`src/rtl/decode_pkg.sv`:
```
// Shared decode constants and the registered decode bundle handed to execute.
package decode_pkg;

  localparam logic [5:0] OP_SPECIAL = 6'h00;
  localparam logic [5:0] OP_REGIMM  = 6'h01;
  localparam logic [5:0] OP_J       = 6'h02;
  localparam logic [5:0] OP_JAL     = 6'h03;
  localparam logic [5:0] OP_BEQ     = 6'h04;
  localparam logic [5:0] OP_BNE     = 6'h05;
  localparam logic [5:0] OP_BLEZ    = 6'h06;
  localparam logic [5:0] OP_BGTZ    = 6'h07;
  localparam logic [5:0] OP_ADDIU   = 6'h09;
  localparam logic [5:0] OP_SLTI    = 6'h0a;
  localparam logic [5:0] OP_SLTIU   = 6'h0b;
  localparam logic [5:0] OP_ANDI    = 6'h0c;
  localparam logic [5:0] OP_ORI     = 6'h0d;
  localparam logic [5:0] OP_XORI    = 6'h0e;
  localparam logic [5:0] OP_LUI     = 6'h0f;
  localparam logic [5:0] OP_LW      = 6'h23;
  localparam logic [5:0] OP_SW      = 6'h2b;

  localparam logic [5:0] FN_SLL  = 6'h00;
  localparam logic [5:0] FN_SRL  = 6'h02;
  localparam logic [5:0] FN_SRA  = 6'h03;
  localparam logic [5:0] FN_JR   = 6'h08;
  localparam logic [5:0] FN_JALR = 6'h09;

  localparam logic [4:0] RT_BLTZ = 5'd0;
  localparam logic [4:0] RT_BGEZ = 5'd1;

  typedef struct packed {
    logic [31:0] pc;
    logic [31:0] val1;
    logic [31:0] val2;
    logic [31:0] valt;
    logic [5:0]  op;
    logic [5:0]  funct;
    logic [4:0]  sa;
    logic [4:0]  dst;
  } dec_bundle_t;

endpackage

```
`src/rtl/decode_fwd_mux.sv`:
```
// One operand's forwarding network: nearest matching producer wins, $0 is hard zero.
module decode_fwd_mux #(
  parameter int NUM_FWD = 3
) (
  input  logic [4:0]                idx,
  input  logic [31:0]               rf_val,
  input  logic [NUM_FWD-1:0][4:0]   fwd_dst,
  input  logic [NUM_FWD-1:0][31:0]  fwd_val,
  input  logic [NUM_FWD-1:0]        fwd_rdy,
  output logic [31:0]               val,
  output logic                      not_rdy
);

  // Walk oldest to nearest so the lowest-index match overwrites last.
  always_comb begin
    val     = rf_val;
    not_rdy = 1'b0;
    for (int i = NUM_FWD - 1; i >= 0; i--) begin
      if (fwd_dst[i] == idx) begin
        val     = fwd_val[i];
        not_rdy = !fwd_rdy[i];
      end
    end
    if (idx == 5'd0) begin
      val     = '0;
      not_rdy = 1'b0;
    end
  end

endmodule

```
`src/rtl/decode_stage_fwd.sv`:
```
// Registered MIPS decode with operand forwarding, load-use stall and branch redirect.
// Define DECODE_REGIMM_EN to decode BLTZ/BGEZ; otherwise REGIMM is a no-op.
module decode_stage_fwd
  import decode_pkg::*;
#(
  parameter int NUM_FWD     = 3,
  parameter int STALL_CNT_W = 16
) (
  input  logic                      clk,
  input  logic                      resetn,
  input  logic                      in_valid,
  output logic                      in_ready,
  input  logic [31:0]               in_pc,
  input  logic [31:0]               in_instr,
  input  logic [31:0]               in_link,
  input  logic                      flush,
  output logic [4:0]                rf_idx1,
  output logic [4:0]                rf_idx2,
  input  logic [31:0]               rf_val1,
  input  logic [31:0]               rf_val2,
  input  logic [NUM_FWD-1:0][4:0]   fwd_dst,
  input  logic [NUM_FWD-1:0][31:0]  fwd_val,
  input  logic [NUM_FWD-1:0]        fwd_rdy,
  output logic                      out_valid,
  input  logic                      out_ready,
  output logic [31:0]               out_pc,
  output logic [31:0]               out_val1,
  output logic [31:0]               out_val2,
  output logic [31:0]               out_valt,
  output logic [5:0]                out_op,
  output logic [5:0]                out_funct,
  output logic [4:0]                out_sa,
  output logic [4:0]                out_dst,
  output logic                      redirect,
  output logic [31:0]               redirect_pc,
  output logic [STALL_CNT_W-1:0]    stall_cnt
);

  logic [5:0]  op, funct;
  logic [4:0]  rs, rt, rd, sa;
  logic [15:0] imm;

  assign op    = in_instr[31:26];
  assign rs    = in_instr[25:21];
  assign rt    = in_instr[20:16];
  assign rd    = in_instr[15:11];
  assign sa    = in_instr[10:6];
  assign funct = in_instr[5:0];
  assign imm   = in_instr[15:0];

  assign rf_idx1 = rs;
  assign rf_idx2 = rt;

  // Operand 0 is rs, operand 1 is rt.
  logic [1:0][4:0]  src_idx;
  logic [1:0][31:0] src_rf, src_val;
  logic [1:0]       src_busy;

  assign src_idx = {rt, rs};
  assign src_rf  = {rf_val2, rf_val1};

  genvar g;
  generate
    for (g = 0; g < 2; g++) begin : g_src
      decode_fwd_mux #(.NUM_FWD(NUM_FWD)) u_mux (
        .idx     (src_idx[g]),
        .rf_val  (src_rf[g]),
        .fwd_dst (fwd_dst),
        .fwd_val (fwd_val),
        .fwd_rdy (fwd_rdy),
        .val     (src_val[g]),
        .not_rdy (src_busy[g])
      );
    end
  endgenerate

  logic [31:0] rs_v, rt_v;
  logic        rs_neg, rs_zero;
  assign rs_v    = src_val[0];
  assign rt_v    = src_val[1];
  assign rs_neg  = rs_v[31];
  assign rs_zero = (rs_v == 32'd0);

  logic [31:0] pc4, sext, br_tgt, j_tgt;
  assign pc4    = in_pc + 32'd4;
  assign sext   = {{16{imm[15]}}, imm};
  assign br_tgt = pc4 + {sext[29:0], 2'b00};
  assign j_tgt  = {pc4[31:28], in_instr[25:0], 2'b00};

  logic        is_shift;
  assign is_shift = (funct == FN_SLL) || (funct == FN_SRL) || (funct == FN_SRA);

  logic        use_rs, use_rt, imm_b, imm_zx, imm_lui, a_link, a_zero, taken;
  logic [4:0]  dst;
  logic [31:0] tgt;

  always_comb begin
    use_rs  = 1'b0;
    use_rt  = 1'b0;
    imm_b   = 1'b1;
    imm_zx  = 1'b0;
    imm_lui = 1'b0;
    a_link  = 1'b0;
    a_zero  = 1'b0;
    taken   = 1'b0;
    dst     = '0;
    tgt     = br_tgt;
    case (op)
      OP_SPECIAL: begin
        imm_b  = 1'b0;
        use_rs = !is_shift;
        use_rt = 1'b1;
        dst    = rd;
        if (funct == FN_JR || funct == FN_JALR) begin
          use_rt = 1'b0;
          taken  = 1'b1;
          tgt    = rs_v;
          a_link = (funct == FN_JALR);
          if (funct == FN_JR) dst = '0;
        end
      end
      OP_J: begin
        taken  = 1'b1;
        tgt    = j_tgt;
        a_zero = 1'b1;
      end
      OP_JAL: begin
        taken  = 1'b1;
        tgt    = j_tgt;
        a_link = 1'b1;
        dst    = 5'd31;
      end
      OP_BEQ: begin
        use_rs = 1'b1;
        use_rt = 1'b1;
        taken  = (rs_v == rt_v);
      end
      OP_BNE: begin
        use_rs = 1'b1;
        use_rt = 1'b1;
        taken  = (rs_v != rt_v);
      end
      OP_BLEZ: begin
        use_rs = 1'b1;
        taken  = rs_neg || rs_zero;
      end
      OP_BGTZ: begin
        use_rs = 1'b1;
        taken  = !rs_neg && !rs_zero;
      end
      OP_ADDIU, OP_SLTI, OP_SLTIU, OP_LW: begin
        use_rs = 1'b1;
        dst    = rt;
      end
      OP_ANDI, OP_ORI, OP_XORI: begin
        use_rs = 1'b1;
        dst    = rt;
        imm_zx = 1'b1;
      end
      OP_LUI: begin
        dst     = rt;
        imm_lui = 1'b1;
        a_zero  = 1'b1;
      end
      OP_SW: begin
        use_rs = 1'b1;
        use_rt = 1'b1;
      end
`ifdef DECODE_REGIMM_EN
      OP_REGIMM: begin
        if (rt == RT_BLTZ) begin
          use_rs = 1'b1;
          taken  = rs_neg;
        end else if (rt == RT_BGEZ) begin
          use_rs = 1'b1;
          taken  = !rs_neg;
        end
      end
`endif
      default: ;
    endcase
  end

  logic hazard, xfer;
  assign hazard   = (use_rs && src_busy[0]) || (use_rt && src_busy[1]);
  assign in_ready = !hazard && !flush && (!out_valid || out_ready);
  assign xfer     = in_valid && in_ready;

  logic [31:0] imm_v;
  dec_bundle_t dec, bun_q;

  assign imm_v = imm_lui ? {imm, 16'h0000} : (imm_zx ? {16'h0000, imm} : sext);

  always_comb begin
    dec       = '0;
    dec.pc    = in_pc;
    dec.val1  = a_link ? in_link : (a_zero ? 32'd0 : rs_v);
    dec.val2  = imm_b ? imm_v : rt_v;
    dec.valt  = rt_v;
    dec.op    = op;
    dec.funct = funct;
    dec.sa    = sa;
    dec.dst   = dst;
  end

  // Flush overrides both a new transfer and the consume of the held bundle.
  always_ff @(posedge clk or negedge resetn) begin
    if (!resetn) begin
      out_valid   <= 1'b0;
      bun_q       <= '0;
      redirect    <= 1'b0;
      redirect_pc <= '0;
      stall_cnt   <= '0;
    end else begin
      if (flush) begin
        out_valid <= 1'b0;
        redirect  <= 1'b0;
      end else if (xfer) begin
        out_valid   <= 1'b1;
        bun_q       <= dec;
        redirect    <= taken;
        redirect_pc <= tgt;
      end else begin
        if (out_ready) out_valid <= 1'b0;
        redirect <= 1'b0;
      end
      if (in_valid && hazard && !flush && (stall_cnt != '1))
        stall_cnt <= stall_cnt + 1'b1;
    end
  end

  assign out_pc    = bun_q.pc;
  assign out_val1  = bun_q.val1;
  assign out_val2  = bun_q.val2;
  assign out_valt  = bun_q.valt;
  assign out_op    = bun_q.op;
  assign out_funct = bun_q.funct;
  assign out_sa    = bun_q.sa;
  assign out_dst   = bun_q.dst;

endmodule

```
`config.mk`:
```
export PLATFORM = sky130hd
export DESIGN_NAME = decode_stage_fwd
export DESIGN_NICKNAME = d
export VERILOG_FILES = /design/src/rtl/decode_pkg.sv /design/src/rtl/decode_fwd_mux.sv /design/src/rtl/decode_stage_fwd.sv
export SDC_FILE = /design/constraint.sdc
export NUM_CORES = 1
export LEC_CHECK = 0
export BUFFER_PORTS_ARGS = -buffer_cell sky130_fd_sc_hd__buf_2
export CORE_MARGIN = 2
export CORE_UTILIZATION = 35
export CTS_CLUSTER_DIAMETER = 100
export DETAILED_ROUTE_END_ITERATION = 8
export PLACE_DENSITY = 0.62
export SLEW_MARGIN = 0
export SYNTH_ARGS = -nofsm -noshare
export SYNTH_HDL_FRONTEND = slang
export SYNTH_SLANG_ARGS = --single-unit
```
`constraint.sdc`:
```
create_clock -name clk -period 3.35 [get_ports clk]
set_input_delay 0.67 -clock clk [delete_from_list [all_inputs] [get_ports clk]]
set_output_delay 0.67 -clock clk [all_outputs]
set_load 0.02 [all_outputs]
```
==> flow_summary.yaml <==
setup_path:
  arrival_ps: 3940
  worstSetupPathType: "in -> reg"
  timing.rr.end: "stall_cnt[15]$_DFFE_PN0P_"
  r2r-start: "stall_cnt[8]$_DFFE_PN0P_"
  crit_path_start_kind: "primary input"
  end_kind: "flip-flop"
  regToRegSetupSlack_ps: 1240
  cp.required_ps: 3700
  crit_path_max_fanout: 4
  r2r_cells: 8
sta:
  min_period_ps: 3600
  hold_viol: 0
  drv_slew: 0
  timing.fmax_mhz: 278
  fin_crit_sh_pct: 107
  setup_viol: 10
  worst_pin_slew_ps: 1020
  skew_ps: 11.5
  fin_ws_ps: -245
  slew_headroom_pct: 32.1
  whs_ps: 210
  rsz0062_at_grt: "yes"
finish:
  layout-drive-gt1-share_pct: 46.4
  fin_area_mm2: 0.0212
  fillCellCount: 3563
  multiInputGateArea_mm2: 0.00855
  seq_area_mm2: 0.00500
  nets: 2785
  area_growth_pct: 57.3
hold_path:
  worstHoldPathType: "in -> async"
run_status:
  status: "finished, violations left"
  violations: "setup timing"
drt:
  wl_per_cell_um: 23.1
  wl_um: 69300
  drc: 0
  drtPass1Iterations: 6
  initialDrtViolationCount: 1418
  vias: 16400
  viasPerCell: 5.45
  ant_nets: 0
job:
  cap_violations: 0
cts:
  cts_num_sinks: 200
  cts_root_buffer: "clkbuf_16"
  cts_buffers: 17
  clock_latency_ps: 460
  path_clk_slew_ps: 80
  cts_htree_levels: 4
  cts_tree: "done"
  clockBufferDepth: 2
die:
  ioPinCount: 490
  fp.dieArea_mm2: 0.0400
  die_y_um: 200
  fp-row-count: 71
  core-area_mm2: 0.0378
  die_w_um: 200
  initial_core_util_pct: 35.6
yosys:
  yosysSeqAreaShare_pct: 37.2
  netlist_area_mm2: 0.0135
  postSynth.asyncResetShare_pct: 100
  synth_warnings: 0
  synthTopCellsByArea: "dfrtp_1 (37%), nand2_1 (9.2%), mux2_2 (5.4%)"
  synth_edf_count: 0
  ys_ff_latch: 200
  yosysTopAreaCell: "dfrtp_1"
  synth_nets: 1951
  avgSynthCellArea_um2: 8.23
  ys_types: 60
  yosys.area.top_type_share_pct: 37.2
  ys.flop_type: "dfrtp_1"
  syn_inst: 1636
power_and_ir_drop:
  ir_drop_uv: 382
  power.total_uw: 8980
  pwr_density_cell_mw_per_mm2: 424
  p_leak_uw: 0.0107
global_route:
  track_usage_pct: 33.6
  antenna_found_initial: 11
  grt_pass1_wl_um: 101000
  grt_pass1_vias: 16100
  grt_max_degree: 80
  grt_overflow_total: 0
placement:
  post-dp-hpwl_um: 54900
  gp_congestion: 0.947
  post-place-ws_ps: -948
  numPortBuffers: 489
  dpl_cell_area_mm2: 0.0194
[synthesized netlist by cell type, types with 5 or more instances]
cell type / number
a211oi_1: 40
a21o_1: 12
a21oi_1: 67
a221oi_1: 27
a222oi_1: 32
a31o_2: 10
a31oi_1: 27
and3_1: 46
buf_1: 9
buf_2: 12
buf_4: 10
clkbuf_1: 89
dfrtp_1: 200
ha_1: 35
inv_1: 22
mux2_2: 65
nand2_1: 331
nand3_1: 41
nand4_1: 19
nor2_1: 132
nor2b_1: 5
nor3_1: 48
nor4_1: 10
o211ai_1: 7
o21ai_0: 146
or3_1: 8
xnor2_1: 76
xor2_1: 54
[metrics by stage]
stage                     instances  utilization (%)  TNS, ps
after CTS                      2970             54.4    -1740
after global routing           3001             56.1    -2890
after detailed placement       2901             51.4   -28950
after floorplan                1636                -    -1980
after global placement         2901             51.4   -31100
final                          3002             56.1    -1590
[sequential cells by signal (all words and copies together) (netlist names), 5 cells and up]
| register | cells |
|---|---|
| stall_cnt | 16 |
| out_op | 6 |
| out_val1 | 32 |
| out_funct | 6 |
| out_val2 | 32 |
| out_dst | 5 |
| redirect_pc | 32 |
| out_valt | 32 |
| out_sa | 5 |
| out_pc | 32 |
[cell type report]
cell class	count	share of cell area (%)
clock inverters	11	0.514
repair buffers	935	29.8
diodes	9	0.106
inverters	22	0.390
flip-flops and latches	200	23.6
clock buffers	20	2.11
multi-input cells	1294	40.4
well taps	511	3.02
[logic make-up (layout without fill, tap and decap cells)]
| logic type | after synthesis | in the layout | synth area share [%] |
|---|---|---|---|
| mux | 69 | 69 | 5.74 |
| buf+inv | 143 | 988 | 4.43 |
| simple gates | 657 | 658 | 21.5 |
| compound gates | 401 | 401 | 19.3 |
| xor+xnor | 130 | 130 | 8.46 |
| fa+ha+maj | 36 | 36 | 3.40 |
| flops | 200 | 200 | 37.2 |
| other cells | 0 | 9 | 0 |
[report_power, final]
part           switching [uW]  total (uW)  internal, uW
combinational            2230        3810          1580
sequential                255        3090          2830
clock                    1080        2080          1000
total                    3560        8980          5410
[worst max path at each step]
stage,start,endpoint,slack (ps),cells after the start
after global routing,in_pc[3],redirect_pc[31]$_DFFE_PN0P_,-400,19
after detailed placement,in_pc[2],redirect_pc[27]$_DFFE_PN0P_,-950,17
after CTS,in_pc[3],redirect_pc[27]$_DFFE_PN0P_,-280,18
after global placement,in_pc[2],redirect_pc[27]$_DFFE_PN0P_,-850,17
after floorplan,in_pc[5],redirect_pc[27]$_DFFE_PN0P_,-410,16
final,in_pc[3],redirect_pc[29]$_DFFE_PN0P_,-250,18
[critical path: stages]
cell and delay [ps]:
buf_8 80, buf_6 100, nand3_4 50, or3_4 420, or3_4 420, nor2_4 130
nand3_2 90, xnor2_2 140, ha_1 290, and3_4 160, and3_4 140, o211ai_1 80
o211ai_1 190, buf_4 190, a211oi_4 240, xnor2_1 150, o221ai_1 120, mux2_4 280
[placed cells by master, fill, tap and decap left out, types with 19 or more instances in the layout]
cell | synthesis | routed
mux2_2 | 65 | 56
a222oi_1 | 32 | 32
a31oi_1 | 27 | 25
buf_4 | 10 | 399
a221oi_1 | 27 | 21
ha_1 | 35 | 31
buf_2 | 12 | 476
nand4_1 | 19 | 19
nand3_1 | 41 | 36
dfrtp_1 | 200 | 200
and3_1 | 46 | 43
a211oi_1 | 40 | 35
buf_6 | 1 | 26
xnor2_1 | 76 | 65
xor2_1 | 54 | 47
o21ai_0 | 146 | 132
nor3_1 | 48 | 40
buf_12 | 0 | 27
nand2_1 | 331 | 326
nor2_1 | 132 | 126
inv_1 | 22 | 22
a21oi_1 | 67 | 59
[routing by layer]
layer | global-route usage (%) | vias to the layer above | wire length (um)
li1 | - | 7499 | -
met1 | 41.9 | 7805 | 27300
met2 | 54.3 | 868 | 32200
met3 | 7.16 | 178 | 5740
met4 | 18.4 | 2 | 4000
met5 | 0 | - | 11
[what timing repair did]
item | 4_1_cts | 5_1_grt
pin swaps | 76 | 81
hold buffers | 0 | 0
cloned | 3 | 0
gates resized for setup | 59 | 98
setup buffers | 37 | 26
setup endpoints to repair | 18 | 19
Note: power is estimated with default switching activity, not from simulation.
